### src/rtl/variable_delay_buffer.sv
// variable_delay_buffer: runtime-programmable delay line built on a circular RAM buffer
//   clk       rising-edge clock
//   rst       asynchronous active-low reset
//   run       pulse: latch delay, clear pointers/fill state, restart the stream
//   running   level: each edge with running=1 and run=0 is one advance
//   delay     extra delay D in advances, sampled on run
//   in0       input sample, captured on each advance
//   out0      registered delayed sample
//   out_valid out0 holds a sample written since the last run
module variable_delay_buffer #(
  parameter int DATA_W = 32,
  parameter int ADDR_W = 6
) (
  input  logic              clk,
  input  logic              rst,
  input  logic              run,
  input  logic              running,
  input  logic [ADDR_W-1:0] delay,
  input  logic [DATA_W-1:0] in0,
  output logic [DATA_W-1:0] out0,
  output logic              out_valid
);
  typedef enum logic [1:0] {IDLE, FILL, STREAM} state_t;
  state_t state, state_nxt;
  logic [DATA_W-1:0] mem [2**ADDR_W];
  logic [ADDR_W-1:0] wptr, fill_cnt, d, rptr;
  logic adv, emit;
  assign adv = running && !run && state != IDLE;
  assign rptr = wptr - d;
  // fill_cnt saturates at d, so in STREAM the equality also holds
  assign emit = adv && fill_cnt == d;
  always_comb begin
    state_nxt = state;
    state_nxt = run ? FILL : (adv && state == FILL && fill_cnt == d) ? STREAM : state;
  end
  always_ff @(posedge clk or negedge rst)
    if (!rst) state <= IDLE;
    else state <= state_nxt;
  always_ff @(posedge clk)
    if (adv) mem[wptr] <= in0;
  always_ff @(posedge clk or negedge rst)
    if (!rst) begin
      wptr <= '0;
      fill_cnt <= '0;
      d <= '0;
      out0 <= '0;
      out_valid <= 1'b0;
    end else if (run) begin
      d <= delay;
      wptr <= '0;
      fill_cnt <= '0;
      out_valid <= 1'b0;
    end else if (adv) begin
      wptr <= wptr + 1'b1;
      if (fill_cnt < d) fill_cnt <= fill_cnt + 1'b1;
      if (emit) begin
        // d==0 reads the word being written this cycle, so bypass the RAM
        out0 <= (d == '0) ? in0 : mem[rptr];
        out_valid <= 1'b1;
      end
    end
endmodule

### config.mk
export PLATFORM = sky130hd
export DESIGN_NAME = variable_delay_buffer
export DESIGN_NICKNAME = d
export VERILOG_FILES = /design/src/rtl/variable_delay_buffer.sv
export SDC_FILE = /design/constraint.sdc
export NUM_CORES = 2
export LEC_CHECK = 0
export ABC_AREA = 1
export BUFFER_PORTS_ARGS = -buffer_cell sky130_fd_sc_hd__buf_2
export CORE_UTILIZATION = 45
export CTS_CLUSTER_SIZE = 16
export DETAILED_ROUTE_END_ITERATION = 10
export PLACE_DENSITY = 0.61
export SLEW_MARGIN = 20
export SYNTH_ARGS = -nofsm -noshare
export SYNTH_HDL_FRONTEND = slang
export SYNTH_SLANG_ARGS = --single-unit
### constraint.sdc
create_clock -name clk -period 10.7 [get_ports clk]
set_clock_uncertainty 0.1 [all_clocks]
set_input_delay 1.07 -clock clk [delete_from_list [all_inputs] [get_ports clk]]
set_output_delay 1.07 -clock clk [all_outputs]
set_load 0.01 [all_outputs]
==> flow_metrics.env <==
export IMPL_run_status="completed"
export IMPL_die_height_um=438
export IMPL_synthTopCellsByCount="nand2_1 (2727), edfxtp_1 (2048), nand3_1 (1785)"
export IMPL_syn2layout_area_growth_pct=11.5
export IMPL_cts_resized=0
export IMPL_layout_nets=7403
export IMPL_syn_num_nets=7434
export IMPL_dr_first_iter_drc_count=7209
export IMPL_synthCells=7378
export IMPL_synth_most_common_cell="nand2_1"
export IMPL_crit_path_max_fanout=150
export IMPL_synth_edff_count=2048
export IMPL_timing_final_crit_share_pct=51.0
export IMPL_dieArea_um2=192000
export IMPL_viasPerCell=5.77
export IMPL_crit_chain="inv_2 > ha_4 > fa_4 > inv_16 > buf_4 > buf_12 > nand3_1 > nand3_1 > nand2_1 > nand2_1 > nand3_1 > nand3_1 > nand3_1 > nand2_1 > nand2_1"
export IMPL_synth_seq_cells=2101
export IMPL_cts_hold_buffers=0
export IMPL_tightest_slew_ps=1400
export IMPL_crit_arrival_ps=6100
export IMPL_clock_fmax_mhz=183
export IMPL_async_flop_share_pct=2.52
export IMPL_crit_top_cell="nand3_1"
export IMPL_fin_cells=10000
export IMPL_synth_top_area_cell="edfxtp_1"
export IMPL_clk_path_buf_depth=3
export IMPL_peakVddDrop_uv=167
export IMPL_finalWirelength_um=260000
export IMPL_critPathMaxStageDelay_ps=880
export IMPL_r2r_end="out0[5]"
export IMPL_synth_top_cells_by_area="edfxtp_1 (72%), nand2_1 (12%), nand3_1 (10%)"
export IMPL_hold_viol_final=0
export IMPL_slowest_stage="fa_4"
export IMPL_hpwl_um=131000
export IMPL_powerDensity_nw_per_um2=212
export IMPL_grt_max_degree=213
export IMPL_dr_pass1_iters=6
export IMPL_post_cts_buffers=0
export IMPL_ys_flop_type="edfxtp_1"
export IMPL_ant_nets=0
export IMPL_crit_buf_inv=4
export IMPL_r2r_cells=15
export IMPL_start_util_pct=45.5
export IMPL_crit_required_ps=11340
export IMPL_yosysUniqueCellTypes=36
export IMPL_globalplace_congestion=0.902
export IMPL_syn_cell_area_um2=85700
export IMPL_worstReg2RegStart="wptr[0]"
export IMPL_insertion_delay_ps=880
export IMPL_yosys_area_top_type_share_pct=71.8
export IMPL_crit_type="flip-flop to flip-flop"
export IMPL_grt_pass1_vias=53800
export IMPL_grt_usage_pct=26.8
export IMPL_rows=159
export IMPL_drive_gt1_share_pct=7.95
export IMPL_antenna_found_initial=12
export IMPL_slew_headroom_pct=6.50
export IMPL_port_buffers=74
export IMPL_wl_per_cell_um=26.0
export IMPL_period_needed_ps=5460
export IMPL_slew_viol_final=0
export IMPL_core_area_um2=188000
export IMPL_setup_viol=0
export IMPL_root_buffer="clkbuf_16"
export IMPL_end_kind="flip-flop"
export IMPL_clock_sinks=2101
export IMPL_ys_warn_count=0
export IMPL_grt_pass1_wl_um=376000
export IMPL_hold_class="primary input to asynchronous set/reset pin"
export IMPL_grt_setup_unrepaired="false"
export IMPL_die_x_um=438
export IMPL_dpl_cell_count=9634
export IMPL_n_fill_cell=16100
export IMPL_clk_pin_slew_ps=70
export IMPL_overflow=0
export IMPL_seq_area_frac_synth_pct=73.3
export IMPL_postLayoutSetupSlackWorst_ps=5240
export IMPL_final_util_pct=50.7
export IMPL_drc=0
export IMPL_vias=57900
export IMPL_dp_slack_ps=5380
export IMPL_power_leakage_nw=34.7
export IMPL_htree_num_levels=4
export IMPL_max_cap_viol_count=0
export IMPL_path_delay_family="buffers and inverters"
export IMPL_numCtsBuffers=206
export IMPL_io_pins=75
export IMPL_avgSynthCellArea_um2=11.6
export IMPL_cp_start_kind="flip-flop"
export IMPL_setup_tns_ps=0
export IMPL_rrSetupSlack_ps=5240
export IMPL_cts_tree="yes"
==> where the power goes <==
group	switching, W	internal [W]
logic	0.00288	0.000940
registers	0.000137	0.00910
clock network	0.00316	0.00406
total	0.00618	0.0141
==> stage by stage <==
stage          total power [W]  cell area (um^2)  hold slack, ps
2_1_floorplan           0.0116             85700             371
3_3_place_gp            0.0131             88800             398
3_5_place_dp            0.0131             88800             427
4_1_cts                 0.0203             95500             226
5_1_grt                 0.0209             95500             265
6_report                0.0203             95500             271
==> cell usage in the layout, fill, tap and decap left out, types with 9 or more instances in the layout <==
master     count
nand3_1     1785
nor2_4        62
nor2_1        18
clkbuf_1      47
edfxtp_1    2048
dfrtp_1       53
ha_1          12
o21ai_0       10
clkinv_2      28
clkinv_1      49
clkbuf_8      10
buf_12         9
nand2_1     2725
clkbuf_16    206
bufinv_16     18
buf_2         73
buf_4        145
nand4_1       37
inv_1        112
a21oi_1        9
==> layout make-up <==
cell class	instances	area, um^2	area share, %
Sequential cell	2101	62800	65.8
Inverter	119	478	0.500
Timing Repair Buffer	227	1630	1.71
Clock inverter	119	1220	1.27
Tap cell	2495	3120	3.27
Clock buffer	263	5470	5.72
Antenna cell	3	7.51	0.00786
Multi-Input combinational cell	4692	20800	21.8
==> cell families (layout without fill, tap and decap cells) <==
family / after synthesis / in the layout / share of synthesized area [%]
and+or+nand+nor: 4642 / 4642 / 23.1
adders and majority gates: 14 / 14 / 0.213
buffers and inverters: 585 / 728 / 3.10
AOI/OAI and AO/OA: 28 / 28 / 0.185
other: 0 / 3 / 0
DFF: 2101 / 2101 / 73.3
xor gates and xnor gates: 8 / 8 / 0.0978
==> flip-flops by register name (all words and copies together), names as in the netlist <==
register and count:
d 6, fill_cnt 6, mem 2048, out0 32, out_valid 1, state 2
wptr 6
==> worst max-delay path by stage <==
stage	from	end	slack (ps)	cells past startpoint
floorplan	run	mem[41][0]	6310	6
global placement	wptr[0]	out0[5]	5380	15
detailed placement	wptr[0]	out0[2]	5380	15
CTS	wptr[0]	out0[5]	5330	15
global route	wptr[0]	out0[5]	5040	15
finish	wptr[0]	out0[5]	5240	15
==> routing by layer <==
layer	GRT usage [%]	share of wire (%)	up-vias
li1	-	-	25700
met1	38.3	41	28600
met2	39.9	44	3041
met3	4.92	10	514
met4	12.1	4.7	6
met5	0	0.012	-
Note: power is estimated with default switching activity, not from simulation.
